### src/rtl/i2c_state_pkg.sv
// i2c_state_pkg: shared widths, ACK slot index and transfer-state encoding for the I2C bus monitor.
package i2c_state_pkg;
    localparam int I2C_BIT_CNT_W = 4;
    localparam logic [I2C_BIT_CNT_W-1:0] I2C_ACK_SLOT = 4'd8;
    localparam int I2C_ADDR_W = 7;
    typedef enum logic [1:0] {MON_IDLE, MON_ADDR, MON_XFER} mon_state_t;
endpackage

### src/rtl/i2c_input_filter.sv
// i2c_input_filter: pad synchroniser plus optional stability filter (I2C_GLITCH_FILTER_EN).
module i2c_input_filter #(
    parameter int SYNC_STAGES = 2,
    parameter int FILTER_LEN = 3
) (
    input  logic clk,
    input  logic rst,
    input  logic raw,
    output logic filt
);
    logic [SYNC_STAGES-1:0] sync;
    if (SYNC_STAGES < 2 || SYNC_STAGES > 4 || FILTER_LEN < 1 || FILTER_LEN > 15) begin : g_bad_param
        $error("i2c_input_filter: SYNC_STAGES must be 2..4 and FILTER_LEN 1..15");
    end
    always_ff @(posedge clk)
        if (rst) sync <= '1;
        else sync <= {sync[SYNC_STAGES-2:0], raw};
`ifdef I2C_GLITCH_FILTER_EN
    logic [3:0] run;
    // run counts consecutive cycles the synchronised value disagrees with filt
    always_ff @(posedge clk) begin
        if (rst) begin
            run <= '0;
            filt <= 1'b1;
        end else if (sync[SYNC_STAGES-1] == filt) begin
            run <= '0;
        end else if (run == 4'(FILTER_LEN - 1)) begin
            run <= '0;
            filt <= sync[SYNC_STAGES-1];
        end else begin
            run <= run + 4'd1;
        end
    end
`else
    assign filt = sync[SYNC_STAGES-1];
`endif
endmodule

### src/rtl/i2c_bus_monitor.sv
// i2c_bus_monitor: START/STOP detection, bit counting, byte capture and address decode.
// Define I2C_GLITCH_FILTER_EN to add the FILTER_LEN stability filter on both pads.
module i2c_bus_monitor
    import i2c_state_pkg::*;
#(
    parameter int SYNC_STAGES = 2,
    parameter int FILTER_LEN = 3,
    parameter logic [I2C_ADDR_W-1:0] DEV_ADDR = 7'h3C
) (
    input  logic                     clk,
    input  logic                     rst,
    input  logic                     scl_in,
    input  logic                     sda_in,
    output logic                     scl_rise,
    output logic                     scl_fall,
    output logic                     start_cond,
    output logic                     stop_cond,
    output logic                     bus_busy,
    output logic [I2C_BIT_CNT_W-1:0] clock_count,
    output logic [7:0]               rx_byte,
    output logic                     byte_valid,
    output logic                     address_match,
    output logic                     read_bit,
    output logic                     write_bit,
    output logic                     received_nack
);
    logic scl_f, sda_f, scl_p, sda_p;
    logic rise_c, fall_c, start_c, stop_c, bit_rise, byte_done;
    logic [6:0] shreg;
    logic [7:0] byte_c;
    mon_state_t state, state_n;

    i2c_input_filter #(.SYNC_STAGES(SYNC_STAGES), .FILTER_LEN(FILTER_LEN)) u_scl (
        .clk(clk), .rst(rst), .raw(scl_in), .filt(scl_f)
    );
    i2c_input_filter #(.SYNC_STAGES(SYNC_STAGES), .FILTER_LEN(FILTER_LEN)) u_sda (
        .clk(clk), .rst(rst), .raw(sda_in), .filt(sda_f)
    );

    // SDA edges only count as conditions when SCL is high in both samples
    assign rise_c    = ~scl_p & scl_f;
    assign fall_c    = scl_p & ~scl_f;
    assign start_c   = scl_p & scl_f & sda_p & ~sda_f;
    assign stop_c    = scl_p & scl_f & ~sda_p & sda_f;
    assign bit_rise  = rise_c & (state != MON_IDLE);
    assign byte_done = bit_rise & (clock_count == 4'd7);
    assign byte_c    = {shreg, sda_f};
    assign bus_busy  = state != MON_IDLE;

    always_comb begin
        state_n = start_c ? MON_ADDR :
                  stop_c ? MON_IDLE :
                  (byte_done && state == MON_ADDR) ? MON_XFER : state;
    end

    always_ff @(posedge clk)
        if (rst) state <= MON_IDLE;
        else state <= state_n;

    always_ff @(posedge clk) begin
        if (rst) begin
            scl_p <= 1'b1;
            sda_p <= 1'b1;
            scl_rise <= 1'b0;
            scl_fall <= 1'b0;
            start_cond <= 1'b0;
            stop_cond <= 1'b0;
            byte_valid <= 1'b0;
            clock_count <= '0;
            shreg <= '0;
            rx_byte <= '0;
            address_match <= 1'b0;
            read_bit <= 1'b0;
            write_bit <= 1'b0;
            received_nack <= 1'b0;
        end else begin
            scl_p <= scl_f;
            sda_p <= sda_f;
            scl_rise <= rise_c;
            scl_fall <= fall_c;
            start_cond <= start_c;
            stop_cond <= stop_c;
            byte_valid <= byte_done & ~start_c & ~stop_c;
            if (start_c || stop_c) begin
                clock_count <= '0;
                shreg <= '0;
                address_match <= 1'b0;
                read_bit <= 1'b0;
                write_bit <= 1'b0;
                received_nack <= 1'b0;
            end else if (bit_rise) begin
                clock_count <= (clock_count == I2C_ACK_SLOT) ? '0 : clock_count + 4'd1;
                if (clock_count != I2C_ACK_SLOT) shreg <= byte_c[6:0];
                if (byte_done) rx_byte <= byte_c;
                if (byte_done && state == MON_ADDR) begin
                    address_match <= byte_c[7:1] == DEV_ADDR;
                    read_bit <= byte_c[0];
                    write_bit <= ~byte_c[0];
                end
                if (clock_count == I2C_ACK_SLOT && state == MON_XFER && read_bit && sda_f)
                    received_nack <= 1'b1;
            end
        end
    end
endmodule

### config.mk
export PLATFORM = sky130hd
export DESIGN_NAME = i2c_bus_monitor
export DESIGN_NICKNAME = d
export VERILOG_FILES = /design/src/rtl/i2c_state_pkg.sv /design/src/rtl/i2c_input_filter.sv /design/src/rtl/i2c_bus_monitor.sv
export SDC_FILE = /design/constraint.sdc
export NUM_CORES = 1
export LEC_CHECK = 0
export ABC_AREA = 1
export ABC_CLOCK_PERIOD_IN_PS = 1500
export CORE_MARGIN = 3
export CORE_UTILIZATION = 50
export CTS_CLUSTER_SIZE = 8
export DETAILED_ROUTE_END_ITERATION = 8
export HOLD_SLACK_MARGIN = 0.15
export PLACE_DENSITY = 0.77
export SLEW_MARGIN = 15
export SYNTH_ARGS = -nofsm -noshare
export SYNTH_HDL_FRONTEND = slang
export SYNTH_SLANG_ARGS = --single-unit
export TNS_END_PERCENT = 5
### constraint.sdc
create_clock -name clk -period 1.5 [get_ports clk]
set_input_delay 0.3 -clock clk [delete_from_list [all_inputs] [get_ports clk]]
set_output_delay 0.3 -clock clk [all_outputs]
set_load 0.01 [all_outputs]
==> impl_metrics.yaml <==
clocking:
  hold_buffers: 0
  cts_root_buf: "clkbuf_4"
  cts_buffers: 5
  cts_sinks: 36
  h-tree-depth: 2
  clk_latency_ns: 0.33
  clk_pin_slew_worst_paths_ns: 0.11
  tritoncts: "done"
  cts_max_path_buffers: 2
  postCtsSetupRepairBufs: 0
grt:
  grt_pass1_wl_um: 4871
  overflow: 0
  busiest_layer: "met2"
  antenna_found_initial: 0
  use_met1_pct: 22.45
  grt_max_degree: 17
  met2_usage_pct: 30.30
  use_met3_pct: 4.825
  first_global_vias: 1136
  groute.usage.overall_pct: 18.86
critical_path:
  cp.required_ns: 1.20
  start_kind: "flip-flop"
  worstSetupPathType: "flip-flop to primary output"
  critPathMaxFanout: 3
  endpoint_kind: "primary output"
  arrival_ns: 1.15
  rrSetupSlack_ns: 0.14
layout:
  post-route-util_pct: 69.71
  drive_gt1_share_pct: 15.69
  n_antenna_cell: 0
  final_nets: 209
  area_delta_synth_final_pct: 28.91
timing:
  rsz0062_at_grt: "yes"
  report.final.slew_viol_count: 0
  period_needed_ns: 1.451
  setup_viol: 0
  slew_headroom_pct: 81.42
  worstMarginPinSlew_ns: 0.2781
  fmax_ghz: 0.6892
  skew_ns: 0.008413
  hold_viol_final: 0
  period_share_pct: 96.73
floorplanning:
  die_width_um: 58.47
  ios: 26
  die_area_um2: 3418
  initial_core_util_pct: 54.08
  core_area_um2: 2545
  die_h_um: 58.47
  row_count: 18
pwr:
  powerDensity_nw_per_um2: 1002
  intPower_mw: 1.432
  peakVddDrop_mv: 0.8452
  total_power_mw: 1.778
  seq_power_share_pct: 54.6
  leakagePower_nw: 0.8393
  swShare_pct: 19.45
  combPwrFrac_pct: 3.4
  power.clock.fraction_pct: 42.0
  p_sw_uw: 345.7
logic_synthesis:
  synth-warning-count: 0
  netlist_instances: 170
  avgSynthCellArea_um2: 8.096
  synth_area_um2: 1376
  yosys_register_bits: 36
  netlist-cell-type-count: 20
  synth_nets: 176
  synth_seq_area_share_pct: 52.36
placed_design:
  hpwlAfterDp_um: 2058
  io_buffers: 25
  gp_congestion: 0.8663
hold_path:
  hold_class: "flip-flop to flip-flop"
route:
  antenna_left: 0
  route.detailed.drc: 0
  viasPerCell: 5.188
  drt-initial-drc-count: 38
  drtPass1Iterations: 4
  wl_um: 2836
  vias: 1214
  wl_per_cell_um: 12.12
job:
  drv_cap: 0
outcome:
  status: "completed"
## critical path, cell delays in order, from the launching register on
cell,delay [ns]
dfxtp_2,0.36
nor2_4,0.14
inv_1,0.04
dlygate4sd2_1,0.27
## per-stage QoR
stage          cell area, um^2  hold slack, ns  std cells  setup slack (ns)  setup TNS, ns
2_1_floorplan             1376          0.3691        170            0.2214              0
3_3_place_gp              1678          0.3916        226            0.1101              0
3_5_place_dp              1678          0.3997        226           0.07651              0
4_1_cts                   1764          0.4250        234          -0.07760       -0.07760
5_1_grt                   1774          0.4340        234          -0.03117       -0.04437
6_report                  1774          0.4227        234           0.04900              0
## area by class of cell
type                            instances  area, um^2
Clock buffer                            7       65.06
Clock inverter                          1       30.03
Fill cell                             218       770.7
Inverter                               15       56.30
Multi-Input combinational cell        113       565.5
Sequential cell                        36       729.5
Tap cell                               30       37.54
Timing Repair Buffer                   32       290.3
## power groups by stage
stage	logic (mW)	registers (mW)	clock network, mW
2_1_floorplan	0.0337	0.994	0
3_3_place_gp	0.0609	0.994	0
3_5_place_dp	0.0614	0.994	0
4_1_cts	0.0610	0.971	0.765
5_1_grt	0.0674	0.972	0.814
6_report	0.0600	0.971	0.747
## worst paths after layout
path                                      from  depth (start not counted)             to
worst min register to register   u_sda.sync[0]                          1  u_sda.sync[1]
worst max register to register  clock_count[1]                          6     rx_byte[3]
worst min-delay path             u_sda.sync[0]                          1  u_sda.sync[1]
worst max-delay path                  state[1]                          3       bus_busy
## cells by family after synthesis
family                   count (synthesis)  synth area share [%]
adder cells (fa/ha/maj)                  2                 1.818
AO/OA/AOI/OAI                           22                 8.000
AND/OR/NAND/NOR                         88                 30.27
flip-flops                              36                 52.36
XOR/XNOR                                 1                0.6365
buffers and inverters                   21                 6.908
## sequential cells by signal, indices dropped and copies added, names as in the netlist, 2 cells and up
signal / count
rx_byte: 8
shreg: 7
clock_count: 4
u_scl.sync: 2
state: 2
u_sda.sync: 2
## cell usage after synthesis
cell type  count  area (um^2)
a21oi_1       22        110.1
buf_2          1        5.000
dfxtp_1       36        720.7
buf_4          4        30.03
xor2_1         1        8.760
nor2_4         1        11.26
or2_2          5        31.28
inv_1         14        52.55
nand3_1       20        100.1
nor2_1        15        56.30
nand3_2        2        20.02
inv_2          1        3.750
nand2_1       34        127.6
ha_1           2        25.02
clkbuf_1       1        3.750
nor3_1         1        5.000
nand3b_1       2        15.01
nand4_1        5        31.28
nand2_2        1        6.260
nor2_2         2        12.51
## routing by layer
layer / up-vias / share of wire (%)
met3: 11 / 4.3
met1: 551 / 45
li1: 620 / -
met5: - / 0
met2: 32 / 48
met4: 0 / 3.0
## cell usage in the layout, fill, tap and decap left out
cell / Yosys / routed
nand4_1: 5 / 5
dfxtp_2: 0 / 4
nor2_2: 2 / 1
nand3_1: 20 / 20
nand3_2: 2 / 2
clkbuf_4: 0 / 5
a21oi_1: 22 / 22
xor2_1: 1 / 1
dfxtp_1: 36 / 31
dfxtp_4: 0 / 1
buf_4: 4 / 7
nand2_2: 1 / 1
nor2_1: 15 / 15
dlymetal6s2s_1: 0 / 4
ha_1: 2 / 2
inv_2: 1 / 1
clkbuf_8: 0 / 2
nand3b_1: 2 / 2
or2_2: 5 / 5
nand2_1: 34 / 34
dlygate4sd2_1: 0 / 18
nor2_4: 1 / 2
bufinv_16: 0 / 1
nor3_1: 1 / 1
clkdlybuf4s50_1: 0 / 3
inv_1: 14 / 14
## what timing repair did
item	CTS	global route
pin swaps	0	1
gates resized for setup	25	4
endpoints found under the setup margin	19	8
Power figures use the tool's default switching activity.
